--- config.mk ---
export PLATFORM = sky130hd
export DESIGN_NAME = l2reqfifo
export DESIGN_NICKNAME = d
export VERILOG_FILES = /design/src/rtl/l2reqfifo.sv
export SDC_FILE = /design/constraint.sdc
export NUM_CORES = 1
export LEC_CHECK = 0
export CAP_MARGIN = 20
export CORE_MARGIN = 1
export CORE_UTILIZATION = 40
export DETAILED_ROUTE_END_ITERATION = 10
export GPL_TIMING_DRIVEN = 0
export PLACE_DENSITY = 0.64
export SLEW_MARGIN = 20
export SYNTH_ARGS = -nofsm -noshare
export SYNTH_HDL_FRONTEND = slang
export SYNTH_SLANG_ARGS = --single-unit
--- constraint.sdc ---
create_clock -name clk -period 10.95 [get_ports clk]
set_input_delay 2.19 -clock clk [delete_from_list [all_inputs] [get_ports clk]]
set_output_delay 2.19 -clock clk [all_outputs]
set_load 0.05 [all_outputs]
--- src/rtl/l2reqfifo.sv ---
// L2 request FIFO: round-robin merge of L1 instruction/data requests into one ordered queue for l2tag.
// Optional macro L2REQFIFO_BYPASS_EN enables a same-cycle empty-FIFO bypass onto req_*.
module l2reqfifo #(
  parameter int DEPTH = 8
) (
  input  logic                    clk,
  input  logic                    rst,
  input  logic                    ic_req_valid,
  input  logic [31:2]             ic_req_addr,
  output logic                    ic_req_ready,
  input  logic                    dc_req_valid,
  input  logic [31:2]             dc_req_addr,
  input  logic                    dc_req_wen,
  input  logic [3:0]              dc_req_wmask,
  input  logic [31:0]             dc_req_wdata,
  output logic                    dc_req_ready,
  output logic                    req_valid,
  output logic [31:2]             req_addr,
  output logic                    req_wen,
  output logic [3:0]              req_wmask,
  output logic [31:0]             req_wdata,
  output logic                    req_src,
  input  logic                    l2_req_ready,
  output logic [$clog2(DEPTH):0]  fifo_count
);
  localparam int AW = $clog2(DEPTH);
  localparam int EW = 1 + 30 + 1 + 4 + 32;

  logic [EW-1:0] mem_q [DEPTH];
  logic [AW-1:0] wptr_q, wptr_d, rptr_q, rptr_d;
  logic [AW:0]   count_q, count_d;
  logic          rr_q, rr_d;

  logic          full, empty, grant_ic, grant_dc, enq, wr_en, rd_en;
  logic [EW-1:0] in_ent, out_ent;

  assign full  = (count_q == (AW+1)'(DEPTH));
  assign empty = (count_q == '0);

  always_comb begin
    grant_ic     = ic_req_valid & (~dc_req_valid | ~rr_q);
    grant_dc     = dc_req_valid & (~ic_req_valid | rr_q);
    // Readiness never looks at l2_req_ready, so a full queue refuses even while draining.
    ic_req_ready = ~rst & ~full & ic_req_valid & grant_ic;
    dc_req_ready = ~rst & ~full & dc_req_valid & grant_dc;
    enq          = ic_req_ready | dc_req_ready;
    in_ent       = dc_req_ready ? {1'b1, dc_req_addr, dc_req_wen, dc_req_wmask, dc_req_wdata}
                                : {1'b0, ic_req_addr, 1'b0, 4'b0000, 32'h0};
    out_ent      = mem_q[rptr_q];
    req_valid    = ~rst & ~empty;
    wr_en        = enq;
    rd_en        = ~rst & ~empty & l2_req_ready;
`ifdef L2REQFIFO_BYPASS_EN
    if (empty && enq) begin
      req_valid = 1'b1;
      out_ent   = in_ent;
      wr_en     = ~l2_req_ready;
    end
`endif
    {req_src, req_addr, req_wen, req_wmask, req_wdata} = out_ent;
    fifo_count = rst ? '0 : count_q;
  end

  always_comb begin
    wptr_d  = wr_en ? wptr_q + AW'(1) : wptr_q;
    rptr_d  = rd_en ? rptr_q + AW'(1) : rptr_q;
    count_d = count_q;
    case ({wr_en, rd_en})
      2'b10:   count_d = count_q + (AW+1)'(1);
      2'b01:   count_d = count_q - (AW+1)'(1);
      default: count_d = count_q;
    endcase
    // After a grant the other source gets priority: rr=1 prefers the data side.
    rr_d = enq ? ic_req_ready : rr_q;
  end

  always_ff @(posedge clk) begin
    if (rst) begin
      wptr_q  <= '0;
      rptr_q  <= '0;
      count_q <= '0;
      rr_q    <= 1'b0;
    end else begin
      wptr_q  <= wptr_d;
      rptr_q  <= rptr_d;
      count_q <= count_d;
      rr_q    <= rr_d;
    end
  end

  always_ff @(posedge clk) begin
    if (wr_en) mem_q[wptr_q] <= in_ent;
  end
endmodule

[Word-level counts from Yosys, hierarchy flattened]
Memories as Yosys holds them, arrays and structs flattened. A register that Yosys moved wholly into a read port is not among the register bits.
Index checks and enable logic that the tools add are counted.
Storage, ports and cells
  register bits: 11
  latch bits: 0
  memory bits (writable): 544
  ROM bits: 0
  input port bits: 102
  word-level logic and storage cells: 39
  memories: 1
Operators by class
  $add $sub $neg: 4
  multipliers: 0
  div/mod/pow operators: 0
  magnitude comparators: 0
  equal/unequal tests: 3
  shifts and indexed selects: 0
  multiplexer cells: 7
  bitwise gates (word level): 18
  reduce and logical (&&, ||, !) cells: 2
Memory list
  mem_q: words 8, width 68, read ports 1, clocked after memory_dff 1, wr ports 1, RTL line 29  | logic [EW-1:0] mem_q [DEPTH];
Operators with widths (count)
  $mux 68: 1
  $and 1x1->1: 9
  $pmux 4 s2: 1
  $add 3x1->3 const B: 2
  $mux 3: 2
  $not 1->1: 6
  $add 4x1->4 const B: 1
  $eq 4x4->1 const B: 1
  $logic_not 4->1: 1
  $mux 4: 1
  $sub 4x1->4 const B: 1
  $or 1x1->1: 3
  $eq 2x1->1 const B: 1
  $eq 2x2->1 const B: 1
  $mux 1: 2
  $reduce_bool 2->1: 1

[Depth between registers and ports, before layout]
  word-level depth: 8
  mapped depth: 11
  gate-level depth less buffers: 9

[Worst setup path before layout]
Ideal clock, no wire load.
  kind: input port to flip-flop
  start point: in ic_req_valid
  end point: mem mem_q[2][0] (netlist name) (enable)
  library setup time: 0.685 ns
  arrival: 9.672 ns
  data required time: 10.265 ns
  slack: 0.592 ns
  cell stages on the path: 4
  cell sequence: nor2_1 -> a211o_1 -> buf_2 -> nor4b_1
Between the ends
  word-level cells in the longest chain between the ends: 7
  elaborated cells on any way between the ends: 10
Ends and longest elaborated chain
  start, declared: RTL line 8  | input logic ic_req_valid,
  $not 1->1: RTL line 42  | grant_dc = dc_req_valid & (~ic_req_valid | rr_q);
  $or 1x1->1: RTL line 42
  $and 1x1->1: RTL line 42
  $and 1x1->1: RTL line 45  | dc_req_ready = ~rst & ~full & dc_req_valid & grant_dc;
  $or 1x1->1 *: RTL line 46  | enq = ic_req_ready | dc_req_ready;
  $mux 1 *: RTL line 92  | if (wr_en) mem_q[wptr_q] <= in_ent;
  $mux 1 (not written as such) *: RTL line 92
  end, declared: RTL line 29
Every way passes the cells marked *; elsewhere a longest branch is shown, timed or not.

[Worst setup path in the final report]
  start point: in rst
  end point: out dc_req_ready
Between the ends
  word-level cells in the longest chain between the ends: 4
Ends and longest elaborated chain
  start, declared: RTL line 7  | input logic rst,
  $not 1->1: RTL line 45
  $and 1x1->1 (3 in a row): RTL line 45
  end, declared: RTL line 16  | output logic dc_req_ready,
No other way between the ends.

==> reports/metrics.cfg <==
[logic_synthesis]
synth_edf_count=544
synth_area_per_cell_um2=23.1
yosys_warnings=0
synth_top_cells_by_area=edfxtp_1 75%, mux4_2 14%, mux2_2 3.5%, mux2_4 2.0%, dfxtp_1 1.3%
async_reset_ff_share_pct=0
ys.flop_type=edfxtp_1
synth_cell_types=39
netlist.area_leader.share_pct=74.5
syn_nets=1056
synth_cells=949
ys_ff_latch=558
ys_seq_area_share_pct=75.8
synth.cell_area_um2=21900
synth.largest_area_cell=edfxtp_1

[timing]
post-route-period-util_pct=61.4
setup_tns_ps=0
finalMaxSlewViolations=0
max_freq_mhz=149
fin_skew_ps=17.7
rsz0062_at_grt=false
fin_ws_ps=4230
setup_viol=0
finalCriticalPeriod_ps=6720
maxSlewHeadroom_pct=44.1
worstMarginPinSlew_ps=834
finalHoldViolations=0

[route]
antenna_left=0
vias_per_cell=5.17
vias=10444
drc_errors=0
first_iter_violations=672
dr.pass1.iters=5
wl_mm=46.3
wl_per_cell_um=22.9

[layout]
layout_commonest_cell=edfxtp_1
drive_gt1_share_pct=34.2
final_area_um2=27200
finalNonFillerCells=2020
final_nets=1383
final_cell_mix=544 x edfxtp_1, 176 x clkdlybuf4s50_1, 136 x mux4_2, 69 x mux2_2, 60 x clkbuf_16
syn_to_final_growth_pct=23.9
diodes=0

[clocking]
cts_root_buf=clkbuf_16
cts.sinks=558
clk_latency_ps=600
cts_hold_buf=0
htree_levels=2
cts_buffers=56
cts_tree=done
post_cts_buffers=0
max-clock-path-buffers=3
clk_pin_slew_worst_paths_ps=60
cts_resized=0

[critical_path]
cp_max_fo=18
end_kind=output pin
crit_family=buffers and inverters
crit_slowest_cell=clkdlybuf4s50_1
start_kind=input pin
cp.depth=6
arrival_ps=4530
path_cells=clkdlybuf4s50_1, a21oi_2, nor2b_1, buf_6, buf_2, clkdlybuf4s50_1
timing_worst_setup_path_type=input pin to output pin
cpMostUsedCell=clkdlybuf4s50_1
critPathMaxStageDelay_ps=890
cp.required_ps=8760
r2r_cells=9
path_buf_inv=4

[power]
p_int_mw=3.89
power_density_nw_per_um2=191
leakage_nw=8.88
power_frac_clock_pct=35.7
p_sw_share_pct=25.1
ir_drop_mv=0.127
combinationalPowerShare_pct=17.3
p_sw_mw=1.30
seq_power_share_pct=47.0

[place]
dp_slack_ps=4170
placed_cell_area_um2=25400
placed_cells=1914
gp_congestion=0.704
dp_hpwl_mm=31.6
port_buffers=176

[floorplanning]
core-area_um2=54000
die_width_um=236
die_h_um=236
start_util_pct=40.6
row_count=85
io_pins=177
die_area_um2=55700

[global_route]
antenna_found_initial=0
grt.total_usage_pct=17.0
overflow=0
grt_max_degree=19
grt_pass1_wl_mm=70.0
grt_pass1_vias=11187

[run]
maxCapViolCount=0

[worst_hold_path]
hp-class=register to register
hold_depth=2

[status]
outcome=finished, final reports clean

## per-stage QoR
stage	util [%]	total power, mW	hold slack, ps
after floorplan	-	3.10	476
after global placement	45.4	3.40	513
after detailed placement	46.9	3.40	536
after CTS	50.3	5.25	553
after global routing	50.3	5.37	597
final	50.3	5.19	552
## routing by layer
layer	track usage [%]	up-vias	wire length [µm]
li1	-	4644	-
met4	3.88	0	683
met1	22.4	5503	19800
met2	28.8	243	23400
met5	0	-	0
met3	3.69	54	2420
## power groups by stage
stage	logic, mW	registers (mW)	clock network (mW)
global placement	0.888	2.51	0
detailed placement	0.917	2.48	0
CTS	0.920	2.44	1.89
floorplan	0.612	2.49	0
global route	0.956	2.44	1.97
finish	0.900	2.44	1.85
## cell type report
type / count / area [µm²]
inverter: 2 / 7.51
buffer: 52 / 318
multi-input combinational: 337 / 5020
sequential: 558 / 16600
timing repair buffer: 269 / 2520
fill: 4345 / 26900
clock buffer: 77 / 1580
tap: 696 / 871
clock inverter: 29 / 228
## flip-flops by register name, indices dropped and copies added, names as in the netlist, named ones only
register	cells
mem_q	544
count_q	4
rptr_q	3
wptr_q	3
rr_q	1
## worst min-delay path, stage by stage, from the launching register on
cell	delay (ps)
dfxtp_1	340
xnor2_1	120
nor2_1	50
## worst paths after layout
| path | from | end | slack (ps) |
|---|---|---|---|
| worst min register to register | rptr_q[2]$_SDFFE_PP0N_ | rptr_q[2]$_SDFFE_PP0N_ | 550 |
| worst max-delay path | rst | dc_req_ready | 4230 |
| worst max register to register | count_q[0]$_SDFFE_PP0P_ | mem_q[2][25]$_DFFE_PP_ | 8000 |
| worst min-delay path | rptr_q[2]$_SDFFE_PP0N_ | rptr_q[2]$_SDFFE_PP0N_ | 550 |
## Yosys cell counts (2+ instances only)
library cell / n
nand2_1: 4
mux2_4: 29
mux4_2: 136
ha_1: 5
xor2_1: 4
xnor2_1: 2
buf_6: 11
buf_1: 3
nor4_1: 2
mux2_2: 69
o21ai_0: 3
a21oi_1: 2
mux2_1: 2
nor3_1: 3
buf_2: 23
edfxtp_1: 544
inv_1: 2
nor3b_1: 2
nor4b_1: 3
mux2i_1: 2
nor2_1: 12
and2_1: 37
clkbuf_1: 14
dfxtp_1: 14
nor2b_1: 7
## cell families after synthesis
group | share of synthesized area, %
buf+inv | 1.48
xor+xnor | 0.240
fa+ha+maj | 0.285
flops | 75.8
compound gates | 0.331
mux | 19.7
simple gates | 2.15
No activity file was read; power rests on OpenSTA's default activity.
